$ cat src/rtl/uart_tx_param_if.sv
// rtl/uart_tx_param_if.sv - host write interface of the parametrised UART transmitter
interface uart_tx_param_if #(
  parameter int DATA_BITS = 8
);
  logic [DATA_BITS-1:0] Tx_DATA;
  logic                 Tx_WR;
  logic                 Tx_EN;
  logic                 Tx_BUSY;
  logic                 Tx_FULL;
  logic                 Tx_DONE;

  modport master (
    output Tx_DATA, Tx_WR, Tx_EN,
    input  Tx_BUSY, Tx_FULL, Tx_DONE
  );

  modport slave (
    input  Tx_DATA, Tx_WR, Tx_EN,
    output Tx_BUSY, Tx_FULL, Tx_DONE
  );
endinterface

$ cat src/rtl/uart_tx_param.sv
// rtl/uart_tx_param.sv - parametrised UART transmitter with holding register; line break via UART_TX_BREAK_EN
module uart_tx_param #(
  parameter int CLK_HZ    = 50_000_000,
  parameter int DATA_BITS = 8
) (
  input  logic              clk,
  input  logic              reset,
  uart_tx_param_if.slave    host,
  input  logic [2:0]        baud_select,
  input  logic [1:0]        parity_mode,
  input  logic              two_stop,
`ifdef UART_TX_BREAK_EN
  input  logic              Tx_BREAK,
`endif
  output logic              TxD
);

  // Rounded bit-period divisors, one per baud_select code.
  localparam int DIV0 = (CLK_HZ + 150) / 300;
  localparam int DIV1 = (CLK_HZ + 600) / 1200;
  localparam int DIV2 = (CLK_HZ + 2400) / 4800;
  localparam int DIV3 = (CLK_HZ + 4800) / 9600;
  localparam int DIV4 = (CLK_HZ + 9600) / 19200;
  localparam int DIV5 = (CLK_HZ + 19200) / 38400;
  localparam int DIV6 = (CLK_HZ + 28800) / 57600;
  localparam int DIV7 = (CLK_HZ + 57600) / 115200;
  localparam int DW   = (DIV0 > 1) ? $clog2(DIV0) : 1;
  localparam int BW   = $clog2(DATA_BITS);

  typedef enum logic [2:0] {IDLE, START, DATA, PARITY, STOP, BRK} state_t;

  state_t               state_q, state_d;
  logic [DW-1:0]        div_q, div_d;
  logic [BW-1:0]        bit_q, bit_d;
  logic [DATA_BITS-1:0] shift_q, shift_d;
  logic [DATA_BITS-1:0] hold_q, hold_d;
  logic                 full_q, full_d;
  logic [2:0]           baud_q, baud_d;
  logic [1:0]           par_q, par_d;
  logic                 two_q, two_d;
  logic                 pbit_q, pbit_d;
  logic                 last_div, load, cfg_latch, busy, done;
`ifdef UART_TX_BREAK_EN
  logic [3:0]           brk_q, brk_d;
  logic [3:0]           frame_bits;

  // Minimum break length is one whole frame of the configuration latched at break entry.
  assign frame_bits = 4'(DATA_BITS + 2) + {3'b000, par_q != 2'b00} + {3'b000, two_q};
`endif

  function automatic logic [DW-1:0] div_last_of(input logic [2:0] sel);
    case (sel)
      3'd0:    return DW'(DIV0 - 1);
      3'd1:    return DW'(DIV1 - 1);
      3'd2:    return DW'(DIV2 - 1);
      3'd3:    return DW'(DIV3 - 1);
      3'd4:    return DW'(DIV4 - 1);
      3'd5:    return DW'(DIV5 - 1);
      3'd6:    return DW'(DIV6 - 1);
      default: return DW'(DIV7 - 1);
    endcase
  endfunction

  assign host.Tx_BUSY = busy;
  assign host.Tx_DONE = done;
  assign host.Tx_FULL = full_q;

  // State and datapath registers; reset aborts any frame and leaves the line idle.
  always_ff @(posedge clk or negedge reset) begin
    if (!reset) begin
      state_q <= IDLE;
      div_q   <= '0;
      bit_q   <= '0;
      shift_q <= '0;
      hold_q  <= '0;
      full_q  <= 1'b0;
      baud_q  <= '0;
      par_q   <= '0;
      two_q   <= 1'b0;
      pbit_q  <= 1'b0;
`ifdef UART_TX_BREAK_EN
      brk_q   <= '0;
`endif
    end else begin
      state_q <= state_d;
      div_q   <= div_d;
      bit_q   <= bit_d;
      shift_q <= shift_d;
      hold_q  <= hold_d;
      full_q  <= full_d;
      baud_q  <= baud_d;
      par_q   <= par_d;
      two_q   <= two_d;
      pbit_q  <= pbit_d;
`ifdef UART_TX_BREAK_EN
      brk_q   <= brk_d;
`endif
    end
  end

  // Next-state, holding-register and line-output decode.
  always_comb begin
    state_d   = state_q;
    div_d     = div_q;
    bit_d     = bit_q;
    shift_d   = shift_q;
    hold_d    = hold_q;
    full_d    = full_q;
    baud_d    = baud_q;
    par_d     = par_q;
    two_d     = two_q;
    pbit_d    = pbit_q;
`ifdef UART_TX_BREAK_EN
    brk_d     = brk_q;
`endif
    TxD       = 1'b1;
    busy      = 1'b0;
    done      = 1'b0;
    load      = 1'b0;
    cfg_latch = 1'b0;
    last_div  = (div_q == div_last_of(baud_q));

    // The write sees the registered full flag, so it never collides with a load.
    if (host.Tx_WR && host.Tx_EN && !full_q) begin
      hold_d = host.Tx_DATA;
      full_d = 1'b1;
    end

    if (state_q != IDLE) div_d = last_div ? '0 : div_q + 1'b1;

    case (state_q)
      IDLE: begin
`ifdef UART_TX_BREAK_EN
        if (Tx_BREAK) begin
          state_d   = BRK;
          div_d     = '0;
          brk_d     = '0;
          cfg_latch = 1'b1;
        end else if (full_q && host.Tx_EN) begin
          load = 1'b1;
        end
`else
        if (full_q && host.Tx_EN) load = 1'b1;
`endif
      end
      START: begin
        TxD  = 1'b0;
        busy = 1'b1;
        if (last_div) begin
          state_d = DATA;
          bit_d   = '0;
        end
      end
      DATA: begin
        TxD  = shift_q[0];
        busy = 1'b1;
        if (last_div) begin
          shift_d = shift_q >> 1;
          if (bit_q == BW'(DATA_BITS - 1)) begin
            state_d = (par_q != 2'b00) ? PARITY : STOP;
            bit_d   = '0;
          end else begin
            bit_d = bit_q + 1'b1;
          end
        end
      end
      PARITY: begin
        TxD  = pbit_q;
        busy = 1'b1;
        if (last_div) state_d = STOP;
      end
      STOP: begin
        busy = 1'b1;
        if (last_div) begin
          if (bit_q == {{(BW-1){1'b0}}, two_q}) begin
            done  = 1'b1;
            bit_d = '0;
            if (full_q && host.Tx_EN) load = 1'b1;
            else state_d = IDLE;
          end else begin
            bit_d = bit_q + 1'b1;
          end
        end
      end
`ifdef UART_TX_BREAK_EN
      BRK: begin
        TxD  = 1'b0;
        busy = 1'b1;
        if (brk_q == frame_bits) begin
          if (!Tx_BREAK) state_d = IDLE;
        end else if (last_div) begin
          brk_d = brk_q + 4'd1;
          if (brk_q == frame_bits - 4'd1 && !Tx_BREAK) state_d = IDLE;
        end
      end
`endif
      default: state_d = IDLE;
    endcase

    // Holding word moves to the shifter; parity is fixed from the word and the mode in force now.
    if (load) begin
      state_d   = START;
      div_d     = '0;
      bit_d     = '0;
      shift_d   = hold_q;
      full_d    = 1'b0;
      cfg_latch = 1'b1;
      case (parity_mode)
        2'b01:   pbit_d = ^hold_q;
        2'b10:   pbit_d = ~^hold_q;
        2'b11:   pbit_d = 1'b1;
        default: pbit_d = 1'b0;
      endcase
    end

    if (cfg_latch) begin
      baud_d = baud_select;
      par_d  = parity_mode;
      two_d  = two_stop;
    end
  end

endmodule
$ cat src/flat_wrapper.sv
// flat-port wrapper written by rule: the top's interface ports become plain ports
module uart_tx_param_flat 
#(
  parameter int CLK_HZ    = 50_000_000,
  parameter int DATA_BITS = 8
)
  (clk, reset, baud_select, parity_mode, two_stop, TxD, host_Tx_DATA, host_Tx_WR, host_Tx_EN, host_Tx_BUSY, host_Tx_FULL, host_Tx_DONE);
  uart_tx_param_if #(.DATA_BITS(DATA_BITS)) host_i ();
  input  logic clk;
  input  logic reset;
  input  logic [2:0] baud_select;
  input  logic [1:0] parity_mode;
  input  logic two_stop;
  output logic TxD;
  input wire logic [$bits(host_i.Tx_DATA)-1:0] host_Tx_DATA;
  input wire logic [$bits(host_i.Tx_WR)-1:0] host_Tx_WR;
  input wire logic [$bits(host_i.Tx_EN)-1:0] host_Tx_EN;
  output wire logic [$bits(host_i.Tx_BUSY)-1:0] host_Tx_BUSY;
  output wire logic [$bits(host_i.Tx_FULL)-1:0] host_Tx_FULL;
  output wire logic [$bits(host_i.Tx_DONE)-1:0] host_Tx_DONE;
  assign host_i.Tx_DATA = host_Tx_DATA;
  assign host_i.Tx_WR = host_Tx_WR;
  assign host_i.Tx_EN = host_Tx_EN;
  assign host_Tx_BUSY = host_i.Tx_BUSY;
  assign host_Tx_FULL = host_i.Tx_FULL;
  assign host_Tx_DONE = host_i.Tx_DONE;
  uart_tx_param #(.CLK_HZ(CLK_HZ), .DATA_BITS(DATA_BITS)) u_core (.clk(clk), .reset(reset), .host(host_i), .baud_select(baud_select), .parity_mode(parity_mode), .two_stop(two_stop), .TxD(TxD));
endmodule
$ cat config.mk
export PLATFORM = sky130hd
export DESIGN_NAME = uart_tx_param_flat
export DESIGN_NICKNAME = d
export VERILOG_FILES = /design/src/rtl/uart_tx_param_if.sv /design/src/rtl/uart_tx_param.sv /design/src/flat_wrapper.sv
export SDC_FILE = /design/constraint.sdc
export NUM_CORES = 1
export LEC_CHECK = 0
export CORE_MARGIN = 2
export CORE_UTILIZATION = 45
export CTS_BUF_LIST = sky130_fd_sc_hd__clkbuf_8
export DETAILED_ROUTE_END_ITERATION = 7
export SLEW_MARGIN = 25
export SYNTH_ARGS = -nofsm -noshare
export SYNTH_HDL_FRONTEND = slang
export SYNTH_SLANG_ARGS = --single-unit
$ cat constraint.sdc
create_clock -name clk -period 3.3 [get_ports clk]
set_input_delay 0.66 -clock clk [delete_from_list [all_inputs] [get_ports clk]]
set_output_delay 0.66 -clock clk [all_outputs]
set_load 0.03 [all_outputs]
==> summary.md <==
| Metric | Value |
|---|---|
| PD cells | `317 nW/um2` |
| GPL Wtd Cong | `about 0.87` |
| Crit-path leading delay family | `simple AND/OR/NAND/NOR gates` |
| Worst-margin pin slew | `610 ps` |
| Place WS | `approximately 340 ps` |
| Achievable Freq | `roughly 0.32 GHz` |
| Worst EP arrival | `2460 ps` |
| Setup TNS | `0 ps` |
| Wire length per cell | `15.8 um` |
| Reg power frac | `55.5%` |
| Worst path bufs/invs | `2` |
| Site row count | `30` |
| Clk pwr share | `33.9%` |
| Die W | `87.6 um` |
| Pre-antenna DRT Iters | `4` |
| Gr usage total | `19.3%` |
| Remaining DRCs | `0` |
| P_leak | `1.59 nW` |
| Overall power | `between 1 and 1.5 mW` |
| Share of cells above drive strength 1 | `around a fifth` |
| Commonest non-fill, non-tap cell in the layout | `dfrtp_1` |
| Routed vias/inst | `about 5.8` |
| Crit. path cell count | `8` |
| Vias in the first global route | `2372` |
| First-pass GRT wire length | `approximately 12 mm` |
| Register area share after synthesis | `38.2%` |
| Setup Viol. Count Final | `0` |
| Worst-skew pair later-pin latency | `300 ps` |
| ANT cells | `0` |
| RSZ-0062 raised after global routing | `false` |
| CP startpoint kind | `register` |
| Final layout net count | `359` |
| CP required | `2640 ps` |
| Netlist cell types | `66` |
| Syn avg cell area | `9.94 um2` |
| PortBufs | `21` |
| Pin count of the biggest net entering global routing | `49` |
| Peak supply drop | `between 200 and 250 uV` |
| Max cap viols | `0` |
| Comb pwr share | `a little over a tenth` |
| Switching portion of total power | `23.9%` |
| Slew Viols, Final | `0` |
| Number of H-tree levels | `2` |
| Cts bufs inserted | `5` |
| CP dominant cell by count | `buf_4` |
| Net Switching | `0.268 mW` |
| Synthesis warning total | `0` |
| Final wirelength | `6.62 mm` |
| Critical path type | `reg2out` |
| Clock sinks | `48` |
| Slew HR | `about three fifths` |
| Final Non-Filler Cells | `419` |
| Starting Density | `46.5%` |
| Slowest stage delay, CP | `about 500 ps` |
| DP Cell Count | `407` |
| Yosys reg bits | `48` |
| Dpl hpwl | `4.82 mm` |
| Worst reg-to-reg path cell count | `8` |
| CP max FO | `13` |
| Gr ovfl total | `0` |
| Clock-pin slew on the worst setup and hold paths | `approximately 90 ps` |
| Overall die height | `87.6 um` |
| Syn_nets | `about 340` |
| Worst Hold Class | `in2async` |
| Setup crit end kind | `output pin` |
| Critical Path Slowest Stage Cell | `dfrtp_2` |
| Post-layout min period | `3120 ps` |
| Clock Skews | `3.76 ps` |
| Final Hold Viols | `0` |
| Top_reg_cell synth | `dfrtp_1` |
| Most frequent cells in the layout | `dfrtp_1 (45), nor2_1 (27), clkdlybuf4s50_1 (19)` |
| Post-Syn Area | `between 3000 and 4000 um2` |
| Syn Inst Count | `316` |
| Status | `finished, final reports clean` |
| I/O Pins | `22` |
| CTS Hold Bufs | `0` |
| Async SR Flop Fraction | `100%` |
| Internal power | `0.851 mW` |
| Area of the core | `approximately 6800 um2` |
| Final setup margin | `184 ps` |
| Synth-to-Final Area Change | `12.2%` |
| Initial detailed-routing violation count | `88` |
| Antenna-violating nets left | `0` |
| Clock Path Buffers | `2` |
| Root Buffer | `clkbuf_8` |
| Initial antenna violation count | `0` |
| TritonCTS clock tree | `done` |
| EDFF count, synth | `0` |
| Fill cell count | `628` |
| Die ar. | `roughly 7700 um2` |
| DR vias | `roughly 2400` |
| Critical Path, Cell by Cell | `buf_4, a211o_1, a221oi_2, nand4_2, and2b_2, nand3_1, nor3_1, buf_4` |
| Final Cycle Share | `94.4%` |
-- synth_stat cells (all sizes together), types with 2 or more instances --
cell type  number  area [um2]
o211ai          2        15.0
nor2           27         101
a21oi           7        38.8
clkbuf          8        30.0
nand3b          5        37.5
ha              3        37.5
xnor2          17         149
nor2b           7        43.8
or3             2        12.5
a21boi          2        15.0
nor4b           2        47.6
or2             4        25.0
xor2            6        52.6
nor3            7        35.0
and2b           3        22.5
buf             9        81.3
nor4            2        12.5
nand2          18        67.6
a221oi          2        23.8
o21ai          18         101
mux2           34         417
nand2b          4        25.0
a31oi           5        31.3
nor3b           2        15.0
or4b            2        20.0
a22oi           2        15.0
dfrtp          48        1200
mux2i           2        20.0
nand4b          3        26.3
inv            12        45.0
and2            3        18.8
nand3          18        90.1
and3            5        31.3
nand4           6        58.8
-- path summary, 6_finish.rpt --
kind,startpoint,to,slack [ps]
hold / removal,reset,u_core.hold_q[7]$_DFFE_PN0P_,360
hold reg to reg,u_core.par_q[1]$_DFFE_PN0N_,u_core.par_q[1]$_DFFE_PN0N_,520
max in group asynchronous,reset,u_core.baud_q[2]$_DFFE_PN0N_,2510
setup reg to reg,u_core.baud_q[1]$_DFFE_PN0N_,u_core.shift_q[0]$_DFFE_PN0P_,450
setup / recovery,u_core.baud_q[0]$_DFFE_PN0N_,host_Tx_DONE,180
min in group clk,u_core.par_q[1]$_DFFE_PN0N_,u_core.par_q[1]$_DFFE_PN0N_,520
-- metrics by stage --
stage | utilization [%] | cell area, um2 | hold slack, ps
after CTS | 51.7 | 3490 | 383
final | 52.2 | 3530 | 361
after global routing | 52.2 | 3530 | 398
after floorplan | - | 3140 | 364
after detailed placement | 50.2 | 3390 | 500
after global placement | 50.2 | 3390 | 495
-- logic make-up after synthesis --
kind of cell / count (synthesis) / share of synthesized area (%)
xor+xnor: 23 / 6.41
fa+ha+maj: 3 / 1.19
buf+inv: 29 / 4.98
flops: 48 / 38.2
compound gates: 54 / 12.4
mux: 36 / 13.9
simple gates: 123 / 22.9
-- registers in the layout (all words and copies together), names as in the netlist --
name	flops
u_core.hold_q	8
u_core.pbit_q	1
u_core.bit_q	3
u_core.baud_q	3
u_core.par_q	2
u_core.host.Tx_FULL	1
u_core.shift_q	8
u_core.state_q	3
u_core.div_q	18
u_core.two_q	1
-- area by class of cell --
type                       instances  area [um2]  share of cell area (%)
multi-input combinational        239        1790                    50.8
sequential                        48        1200                    34.2
timing repair buffer              32         288                    8.16
tap                               80         100                    2.84
clock buffer                       6        82.6                    2.34
inverter                          12        45.0                    1.28
clock inverter                     2        13.8                   0.390
-- power groups by stage --
| stage | Sequential (mW) | Combinational [mW] | Clock [mW] |
|---|---|---|---|
| after floorplan | 0.629 | 0.0788 | 0 |
| after global placement | 0.632 | 0.122 | 0 |
| after detailed placement | 0.633 | 0.123 | 0 |
| after CTS | 0.621 | 0.124 | 0.401 |
| after global routing | 0.624 | 0.132 | 0.423 |
| final | 0.621 | 0.119 | 0.379 |
-- per-layer routing --
layer	global-route usage, %	wire length, um	vias to the layer above
met5	0	0	-
met2	31.7	3190	42
met4	7.13	193	0
met3	3.77	221	13
li1	-	-	1181
met1	25.5	3010	1179
-- repair_timing --
action / CTS / global route
setup endpoints to repair: 1 / 1
gates resized for setup: 1 / 3
buffers inserted: 0 / 4
No activity file was read; power rests on OpenSTA's default activity.
